## src/rtl/io_bus_pkg.sv

```systemverilog
// rtl/io_bus_pkg.sv - shared FSM encoding and default address map for the I/O bus decoder
package io_bus_pkg;

  typedef enum logic [1:0] {
    ST_IDLE   = 2'd0,
    ST_ACCESS = 2'd1,
    ST_DONE   = 2'd2
  } state_t;

  localparam logic [31:0] VGA_BASE  = 32'h1081_0000;
  localparam logic [31:0] ENET_BASE = 32'h1081_0004;
  localparam int          DEF_SLV   = 0;

endpackage

```

## src/rtl/io_bus_decoder_if.sv

```systemverilog
// rtl/io_bus_decoder_if.sv - CPU-side and slave-side bus signals of the I/O bus decoder
interface io_bus_decoder_if #(
  parameter int N_SLV  = 3,
  parameter int ADDR_W = 32,
  parameter int DATA_W = 32
);
  logic                    cpu_cs;
  logic                    cpu_we;
  logic                    cpu_re;
  logic [ADDR_W-1:0]       cpu_addr;
  logic [DATA_W-1:0]       cpu_wdata;
  logic [DATA_W-1:0]       cpu_rdata;
  logic                    cpu_ready;
  logic                    cpu_err;
  logic [N_SLV-1:0]        slv_cs;
  logic                    slv_we;
  logic                    slv_re;
  logic [ADDR_W-1:0]       slv_addr;
  logic [DATA_W-1:0]       slv_wdata;
  logic [N_SLV*DATA_W-1:0] slv_rdata;
  logic [N_SLV-1:0]        slv_ack;

  // master: the CPU plus the slave array around the decoder
  modport master (
    output cpu_cs, cpu_we, cpu_re, cpu_addr, cpu_wdata,
    input  cpu_rdata, cpu_ready, cpu_err,
    input  slv_cs, slv_we, slv_re, slv_addr, slv_wdata,
    output slv_rdata, slv_ack
  );

  // slave: the decoder itself
  modport slave (
    input  cpu_cs, cpu_we, cpu_re, cpu_addr, cpu_wdata,
    output cpu_rdata, cpu_ready, cpu_err,
    output slv_cs, slv_we, slv_re, slv_addr, slv_wdata,
    input  slv_rdata, slv_ack
  );
endinterface

```

## src/rtl/io_addr_match.sv

```systemverilog
// rtl/io_addr_match.sv - combinational priority window match; no hit falls through to slave 0
module io_addr_match
  import io_bus_pkg::*;
#(
  parameter int N_SLV  = 3,
  parameter int ADDR_W = 32,
  parameter int IDX_W  = $clog2(N_SLV)
) (
  input  logic [ADDR_W-1:0]       addr,
  input  logic [N_SLV*ADDR_W-1:0] base,
  input  logic [N_SLV*ADDR_W-1:0] mask,
  output logic [N_SLV-1:0]        hit,
  output logic [IDX_W-1:0]        idx
);

  logic found;
  // slice 0 is the default target and has no window of its own
  logic unused_slice0;
  assign unused_slice0 = ^{base[ADDR_W-1:0], mask[ADDR_W-1:0]};

  always_comb begin
    found = 1'b0;
    idx   = IDX_W'(DEF_SLV);
    for (int i = 1; i < N_SLV; i++) begin
      if (!found && ((addr & mask[i*ADDR_W +: ADDR_W]) == base[i*ADDR_W +: ADDR_W])) begin
        found = 1'b1;
        idx   = IDX_W'(i);
      end
    end
    hit      = '0;
    hit[idx] = 1'b1;
  end

endmodule

```

## src/rtl/io_bus_decoder.sv

```systemverilog
// rtl/io_bus_decoder.sv - registered handshaked I/O bus decoder with ack timeout and error count
module io_bus_decoder
  import io_bus_pkg::*;
#(
  parameter int                    N_SLV   = 3,
  parameter int                    ADDR_W  = 32,
  parameter int                    DATA_W  = 32,
  parameter logic [N_SLV*ADDR_W-1:0] BASE  = {ENET_BASE, VGA_BASE, 32'h0},
  parameter logic [N_SLV*ADDR_W-1:0] MASK  = {32'hFFFF_FFFF, 32'hFFFF_FFFF, 32'h0},
  parameter int                    TIMEOUT = 16,
  parameter int                    ERR_W   = 8
) (
  input  logic             clk,
  input  logic             rst_n,
  io_bus_decoder_if.slave  bus,
  output logic [ERR_W-1:0] err_cnt
);

  localparam int IDX_W = $clog2(N_SLV);
  localparam int TMR_W = (TIMEOUT > 1) ? $clog2(TIMEOUT) : 1;
  localparam logic [TMR_W-1:0] TMR_LAST = TMR_W'((TIMEOUT > 0) ? TIMEOUT - 1 : 0);

  logic [N_SLV-1:0]  hit;
  logic [IDX_W-1:0]  hit_idx;

  state_t            state;
  logic [IDX_W-1:0]  sel_q;
  logic [TMR_W-1:0]  timer;
  logic [N_SLV-1:0]  cs_q;
  logic              we_q;
  logic              re_q;
  logic [ADDR_W-1:0] addr_q;
  logic [DATA_W-1:0] wdata_q;
  logic [DATA_W-1:0] rdata_q;
  logic              ready_q;
  logic              err_q;
  logic [ERR_W-1:0]  cnt_q;
  logic              req;

  io_addr_match #(
    .N_SLV  (N_SLV),
    .ADDR_W (ADDR_W),
    .IDX_W  (IDX_W)
  ) u_match (
    .addr (bus.cpu_addr),
    .base (BASE),
    .mask (MASK),
    .hit  (hit),
    .idx  (hit_idx)
  );

  assign req = bus.cpu_cs & (bus.cpu_we | bus.cpu_re);

  // slv_cs is a flop on the async reset, so a mid-access reset drops it at once
  always_ff @(posedge clk or negedge rst_n) begin
    if (!rst_n) begin
      state   <= ST_IDLE;
      sel_q   <= '0;
      timer   <= '0;
      cs_q    <= '0;
      we_q    <= 1'b0;
      re_q    <= 1'b0;
      addr_q  <= '0;
      wdata_q <= '0;
      rdata_q <= '0;
      ready_q <= 1'b0;
      err_q   <= 1'b0;
      cnt_q   <= '0;
    end else begin
      case (state)
        ST_IDLE: begin
          ready_q <= 1'b0;
          if (req) begin
            state   <= ST_ACCESS;
            sel_q   <= hit_idx;
            cs_q    <= hit;
            we_q    <= bus.cpu_we;
            re_q    <= bus.cpu_re & ~bus.cpu_we;
            addr_q  <= bus.cpu_addr;
            wdata_q <= bus.cpu_wdata;
            timer   <= '0;
          end
        end
        ST_ACCESS: begin
          if (bus.slv_ack[sel_q]) begin
            rdata_q <= we_q ? '0 : bus.slv_rdata[sel_q*DATA_W +: DATA_W];
            err_q   <= 1'b0;
            ready_q <= 1'b1;
            cs_q    <= '0;
            we_q    <= 1'b0;
            re_q    <= 1'b0;
            state   <= ST_DONE;
          end else if ((TIMEOUT != 0) && (timer == TMR_LAST)) begin
            rdata_q <= '0;
            err_q   <= 1'b1;
            if (cnt_q != '1) cnt_q <= cnt_q + 1'b1;
            ready_q <= 1'b1;
            cs_q    <= '0;
            we_q    <= 1'b0;
            re_q    <= 1'b0;
            state   <= ST_DONE;
          end else begin
            timer <= timer + 1'b1;
          end
        end
        ST_DONE: begin
          ready_q <= 1'b0;
          state   <= ST_IDLE;
        end
        default: state <= ST_IDLE;
      endcase
    end
  end

  assign bus.cpu_rdata = rdata_q;
  assign bus.cpu_ready = ready_q;
  assign bus.cpu_err   = err_q;
  assign bus.slv_cs    = cs_q;
  assign bus.slv_we    = we_q;
  assign bus.slv_re    = re_q;
  assign bus.slv_addr  = addr_q;
  assign bus.slv_wdata = wdata_q;
  assign err_cnt       = cnt_q;

endmodule

```

## src/flat_wrapper.sv

```systemverilog
// flat-port wrapper written by rule: the top's interface ports become plain ports
module io_bus_decoder_flat import io_bus_pkg::*;
#(
  parameter int                    N_SLV   = 3,
  parameter int                    ADDR_W  = 32,
  parameter int                    DATA_W  = 32,
  parameter logic [N_SLV*ADDR_W-1:0] BASE  = {ENET_BASE, VGA_BASE, 32'h0},
  parameter logic [N_SLV*ADDR_W-1:0] MASK  = {32'hFFFF_FFFF, 32'hFFFF_FFFF, 32'h0},
  parameter int                    TIMEOUT = 16,
  parameter int                    ERR_W   = 8
)
  (clk, rst_n, err_cnt, bus_cpu_cs, bus_cpu_we, bus_cpu_re, bus_cpu_addr, bus_cpu_wdata, bus_cpu_rdata, bus_cpu_ready, bus_cpu_err, bus_slv_cs, bus_slv_we, bus_slv_re, bus_slv_addr, bus_slv_wdata, bus_slv_rdata, bus_slv_ack);
  io_bus_decoder_if #(.N_SLV(N_SLV), .ADDR_W(ADDR_W), .DATA_W(DATA_W)) bus_i ();
  input  logic clk;
  input  logic rst_n;
  output logic [ERR_W-1:0] err_cnt;
  input wire logic [$bits(bus_i.cpu_cs)-1:0] bus_cpu_cs;
  input wire logic [$bits(bus_i.cpu_we)-1:0] bus_cpu_we;
  input wire logic [$bits(bus_i.cpu_re)-1:0] bus_cpu_re;
  input wire logic [$bits(bus_i.cpu_addr)-1:0] bus_cpu_addr;
  input wire logic [$bits(bus_i.cpu_wdata)-1:0] bus_cpu_wdata;
  output wire logic [$bits(bus_i.cpu_rdata)-1:0] bus_cpu_rdata;
  output wire logic [$bits(bus_i.cpu_ready)-1:0] bus_cpu_ready;
  output wire logic [$bits(bus_i.cpu_err)-1:0] bus_cpu_err;
  output wire logic [$bits(bus_i.slv_cs)-1:0] bus_slv_cs;
  output wire logic [$bits(bus_i.slv_we)-1:0] bus_slv_we;
  output wire logic [$bits(bus_i.slv_re)-1:0] bus_slv_re;
  output wire logic [$bits(bus_i.slv_addr)-1:0] bus_slv_addr;
  output wire logic [$bits(bus_i.slv_wdata)-1:0] bus_slv_wdata;
  input wire logic [$bits(bus_i.slv_rdata)-1:0] bus_slv_rdata;
  input wire logic [$bits(bus_i.slv_ack)-1:0] bus_slv_ack;
  assign bus_i.cpu_cs = bus_cpu_cs;
  assign bus_i.cpu_we = bus_cpu_we;
  assign bus_i.cpu_re = bus_cpu_re;
  assign bus_i.cpu_addr = bus_cpu_addr;
  assign bus_i.cpu_wdata = bus_cpu_wdata;
  assign bus_cpu_rdata = bus_i.cpu_rdata;
  assign bus_cpu_ready = bus_i.cpu_ready;
  assign bus_cpu_err = bus_i.cpu_err;
  assign bus_slv_cs = bus_i.slv_cs;
  assign bus_slv_we = bus_i.slv_we;
  assign bus_slv_re = bus_i.slv_re;
  assign bus_slv_addr = bus_i.slv_addr;
  assign bus_slv_wdata = bus_i.slv_wdata;
  assign bus_i.slv_rdata = bus_slv_rdata;
  assign bus_i.slv_ack = bus_slv_ack;
  io_bus_decoder #(.N_SLV(N_SLV), .ADDR_W(ADDR_W), .DATA_W(DATA_W), .BASE(BASE), .MASK(MASK), .TIMEOUT(TIMEOUT), .ERR_W(ERR_W)) u_core (.clk(clk), .rst_n(rst_n), .bus(bus_i), .err_cnt(err_cnt));
endmodule
```

## config.mk

```make
export PLATFORM = sky130hd
export DESIGN_NAME = io_bus_decoder_flat
export DESIGN_NICKNAME = d
export VERILOG_FILES = /design/src/rtl/io_bus_pkg.sv /design/src/rtl/io_bus_decoder_if.sv /design/src/rtl/io_addr_match.sv /design/src/rtl/io_bus_decoder.sv /design/src/flat_wrapper.sv
export SDC_FILE = /design/constraint.sdc
export NUM_CORES = 1
export LEC_CHECK = 0
export ABC_AREA = 0
export CAP_MARGIN = 20
export CORE_MARGIN = 10
export CORE_UTILIZATION = 43
export DETAILED_ROUTE_END_ITERATION = 16
export PLACE_DENSITY = 0.81
export SLEW_MARGIN = 10
export SYNTH_ARGS = -nofsm -noshare
export SYNTH_HDL_FRONTEND = slang
export SYNTH_HIERARCHICAL = 1
export SYNTH_SLANG_ARGS = --single-unit
```

## constraint.sdc

```tcl
create_clock -name clk -period 1.95 [get_ports clk]
set_input_delay 0.195 -clock clk [delete_from_list [all_inputs] [get_ports clk]]
set_output_delay 0.195 -clock clk [all_outputs]
set_load 0.05 [all_outputs]
```

# Word-level counts from Yosys, hierarchy flattened
# Cells that the tools add are included.
[totals]
reg_bits = 119
latch_bits = 0
ramBits = 0
mem_bits_ro = 0
input_bits = 168
output_inout_bits = 111
elab_cells = 80
mem_count = 0
[classes]
add_sub_neg = 2
multipliers = 0
div_mod_pow = 0
n_lt_le_gt_ge = 3
n_eq_ne = 10
shift = 1
muxes = 32
bitwise_logic = 5
reduce_logical = 15
[ops]
columns = ["operator", "n"]
rows = [
  ["32-bit 2-to-1 mux", 3],
  ["96-bit by 8-bit variable part select with 32-bit output", 1],
  ["32-bit by 29-bit equality test with 1-bit output (second input constant)", 2],
  ["4-bit 2-to-1 mux", 3],
  ["1-bit 2-to-1 mux", 11],
  ["3-bit 2-to-1 mux", 3],
  ["8-bit by 1-bit adder with 8-bit output (second input constant)", 1],
  ["2-bit 2-to-1 mux", 4],
  ["8-bit inequality test (second input constant)", 1],
  ["4-bit case mux with 2 select lines", 1],
  ["2-bit AND reduction", 4],
  ["4-bit AND reduction", 2],
  ["2-bit by 3-bit < comparator with 1-bit output (second input constant)", 2],
  ["1-bit case mux with 2 select lines", 3],
  ["3-bit case mux with 2 select lines", 1],
  ["2-bit nonzero test", 3],
  ["4-bit by 1-bit adder with 4-bit output (second input constant)", 1],
  ["4-bit equality test (second input constant)", 1],
  ["2-bit inequality test (second input constant)", 2],
  ["2-bit case mux with 2 select lines", 1],
  ["3-bit by 1-bit inequality test with 1-bit output (second input constant)", 1],
  ["3-bit AND reduction", 1],
  ["1-bit AND", 2],
  ["1-bit binary-select mux with 2-bit select", 1],
  ["11 further kinds", 13],
]

# Depth between registers and ports, before layout
# Gate-level depths: netlist (run 1).
[logic_depth]
ltp_word = 11
ltp_mapped = 8
ltp_nobuf = 7

# Cells and area by module
# Netlist (run 1), hierarchy kept.
[modules_own_cells]
columns = ["module", "instances", "cells_per_inst", "area_each_um2", "seq_area_each_um2"]
rows = [
  ["io_bus_decoder", 1, 558, 5310.1, 2977.9],
  ["io_addr_match", 1, 174, 1214.9, 0.0],
]

# Worst setup path after synthesis (run 1)
# Ideal clock, no wire load.
[synth_timing]
path_type = "register to register"
start = "reg u_core.cnt_q[0], in the netlist u_core/err_cnt[0]"
end = "reg u_core.cnt_q[1], in the netlist u_core/err_cnt[1]"
setup_ps = 125
arrival_ps = 1772
required_ps = 1825
slack_ps = 53
stages_incl_launch_ff = 6
path_buffers = 0
synth_period_minus_slack_ps = 1897
cell_sequence = "dfrtp_1 ha_1 nand3_1 o21ai_2 nor2_1 mux2_2"
[synth_between]
elab_chain_len = 2
elab_cells_between_ends = 3
cone_classes = "1 x add/sub; 1 x eq/ne; 1 x reduce/logical"
[synth_lines]
columns = ["element", "line_no", "source"]
rows = [
  ["start: declaration", "io_bus_decoder.sv:37", "logic [ERR_W-1:0] cnt_q;"],
  ["start signal: assignment", "io_bus_decoder.sv:96", "if (cnt_q != '1) cnt_q <= cnt_q + 1'b1;"],
  ["branches (longest 2 deep; another with 8-bit by 1-bit adder with 8-bit output)", "-", ""],
]
# Several ways; the timed one is not identified.
# A chain may end at the register's enable or synchronous reset.

# Worst setup path in the final report (run 1)
[layout_timing]
start = "reg u_core.cnt_q[0], in the netlist u_core/err_cnt[0]"
end = "out err_cnt[0]"
[layout_lines]
columns = ["element", "line_no", "source"]
rows = [
  ["end: declaration", "flat_wrapper.sv:16", "output logic [ERR_W-1:0] err_cnt;"],
]
# No word-level cell between the ends.

==> results of run 1 <==
## tightest hold or removal path, delay by kind of cell
kind     cells  cell delay, ns
buf+inv      3            0.93
## synth_stat cells (all sizes together), types with 19 or more instances
cell type	instances
a21oi	35
a22o	32
and3	33
buf	19
clkbuf	19
dfrtp	119
mux2i	35
nand2	245
nand3	21
o21ai	42
## state kept, by name, summed over array words and instances, names as in the netlist, 2 cells and up
register and count:
u_core/err_cnt 8, u_core/timer 4, u_core/state 2, u_core/bus.slv_addr 32, u_core/bus.cpu_rdata 32, u_core/bus.slv_wdata 32
u_core/bus.slv_cs 3, u_core/sel_q 2
## power breakdown
part	total, W	switching, W	internal [W]
logic	0.00642	0.00420	0.00222
registers	0.00372	0.000447	0.00328
clock network	0.00315	0.00124	0.00191
## cells by family after synthesis
group           after synthesis
compound gates              180
buf+inv                      41
simple gates                345
mux                          36
other cells                   2
fa+ha+maj                     2
xor+xnor                      7
flops                       119
## repair_timing
action,in CTS,in global routing
buffers inserted,0,0
hold buffers,1,0
hold endpoints to repair,119,0
resized for setup,0,0
## metrics by stage
step / setup WS, ns / util / hold slack [ns] / power [W]
2_1_floorplan: 0.0529 / - / -0.101 / 0.00761
3_3_place_gp: -0.0540 / 0.722 / 0.224 / 0.0101
5_1_grt: 0.00656 / 0.763 / 0.294 / 0.0139
3_5_place_dp: -0.128 / 0.722 / 0.225 / 0.0102
6_report: 0.0578 / 0.763 / 0.302 / 0.0133
4_1_cts: 0.0407 / 0.763 / 0.294 / 0.0134
## area by class of cell
type	instances	area (um^2)
clock inverter	15	170
fill	1122	3480
clock buffer	17	425
multi-input combinational	826	4290
sequential	119	2980
tap	184	230
timing repair buffer	312	3110
inverter	3	11.3
## final timing paths
| path | to | cells past startpoint | startpoint |
|---|---|---|---|
| max reg2reg | u_core/err_cnt[6] | 5 | u_core/sel_q[1] |
| max | err_cnt[0] | 1 | u_core/err_cnt[0] |
| max in group asynchronous | u_core/sel_q[1] | 3 | rst_n |
| min reg2reg | u_core/bus.slv_wdata[8] | 2 | u_core/bus.slv_wdata[8] |
| min | u_core/bus.slv_addr[19] | 3 | rst_n |
| min in group clk | u_core/bus.slv_wdata[10] | 3 | bus_cpu_wdata[10] |
## metal layers
metal  part of all wire  wire length, um
met2               0.50            12000
met3              0.084             2010
met5                  0                0
met1               0.39             9290
met4              0.023              548
==> impl_results.md, run 1 <==
* Status: finished clean
* Post-synth top area share at 0.456
* Met2 GRT Util at 0.412
* Crit. End Element: output port
* CTS tree: done
* Mean routed wirelength per cell at 16.2 um
* I/O Pins at 279
* Placed standard-cell area at 0.0106 mm^2
* Total global routing overflow at 0
* Yosys warnings at 6
* Synth Instances at 732
* Clock Path Buffers at 2
* Fraction of layout cells with a size suffix above 1 at 0.0720
* Final setup TNS at 0 ns
* XOR/XNOR Fraction of Synth Area at 0.00940
* Die Y at 143 um
* Worst path buffer plus inverter count at 1
* Cell Rows at 44
* ANT cells at 0
* Largest family of logic cells by synthesized area: simple AND/OR/NAND/NOR gates
* H-tree depth at 4
* Max cap viols at 0
* Synth Area in Simple Gates at 0.247
* Placed cells at 1443
* Post-synth EDFFs at 0
* Ranking of synthesized cells by area: dfrtp_1, nand2_1, mux2i_1, a22o_1, and3_1
* Seq cells post-synth at 119
* Die footprint at 0.0205 mm^2
* Synth cell types at 45
* CP max-delay cell: clkdlybuf4s50_1
* Pleak at 5.56 nW
* Register area share after synthesis at 0.456
* Area growth syn-to-layout at 71.9%
* ANT nets after route at 0
* Mapped Area at 0.00653 mm^2
* Clock slew at reported path FFs at 0.06 ns
* Slew @ Worst Pin at 0.574 ns
* First-pass iteration count of the detailed router at 4
* Data arrival, critical path at 1.70 ns
* Die width at 143 um
* Fin crit share at 0.970
* Min Tclk post-route at 1.89 ns
* Clk root buf: clkbuf_16
* Vias in the first global route at 6940
* Post-Syn Area per Cell at 8.91 um^2
* Drt via density at 4.62
* Final setup violation count at 0
* Startpoint types: register
* DRC viols at 0
* Pwr Density at 1190 mW/mm^2
* Final wirelength at 23900 um
* Met3 Track Usage GR at 0.0743
* Met1 usage at 0.254
* Final #Nets at 1449
* Cell taking the most area after synthesis: dfrtp_1
* Skew-Pair Late Insertion Delay at 0.42 ns
* Gpl congestion at 0.862
* Synth async-reset ratio at 1.00
* Setup Skew at 0.00822 ns
* Final hold vios at 0
* Max IR drop VDD at 0.000768 V
* Adder-Cell Fraction of Synth Area at 0.00384
* Hpwl dp at 18300 um
* CP cell instances: clkdlybuf4s50_1
* Post-synthesis compound-gate area fraction at 0.193
* Most common cell after layout, fill and taps aside: clkdlybuf4s50_1
* Commonest cells after routing, fill and taps aside: clkdlybuf4s50_1, conb_1, nand2_1, dfrtp_1, o21ai_0
* Worst hold path class: input port to asynchronous set/reset pin
* # clock sinks at 119
* Max Fclk at 528 MHz
* Worst R2R Setup Slack at 0.29 ns
* Initial drt markers at 296
* Max Transition Viols Final at 0
* Initial core utilization at 0.444
* GRT Total Usage at 0.231
* Crit-path leading delay family: buffers and inverters
* Gr busiest metal: met2
* Relative slew slack at 0.616
* Final instance area at 0.0112 mm^2
* Pin count of the biggest net entering global routing at 77
* Crit-path max FO at 4
* Port bufs at 278
* Core area at 0.0147 mm^2
* Top_reg_cell synth: dfrtp_1
* CP required at 1.75 ns
* Max incr delay on CP at 0.86 ns
* Layout Cells excl Fill at 1476
* First-pass GRT wire length at 37300 um
* Mux contribution to synthesized area at 0.0573
* Vias at 6822
* CP Class: register to output port
* CTS Buf Count at 17
* Unrepaired setup endpoints after global routing: false
* Initial antenna violation count at 0
(Power assumes the default switching activity.)
==> inputs of run 2 (changes only) <==
--- a/config.mk
+++ b/config.mk
@@ -11,7 +11,7 @@
 export CORE_UTILIZATION = 43
 export DETAILED_ROUTE_END_ITERATION = 16
 export PLACE_DENSITY = 0.81
-export SLEW_MARGIN = 10
+export SLEW_MARGIN = 25
 export SYNTH_ARGS = -nofsm -noshare
 export SYNTH_HDL_FRONTEND = slang
 export SYNTH_HIERARCHICAL = 1
==> results of run 2 <==
Final layout, timing and power as in run 1 (identical DEF).
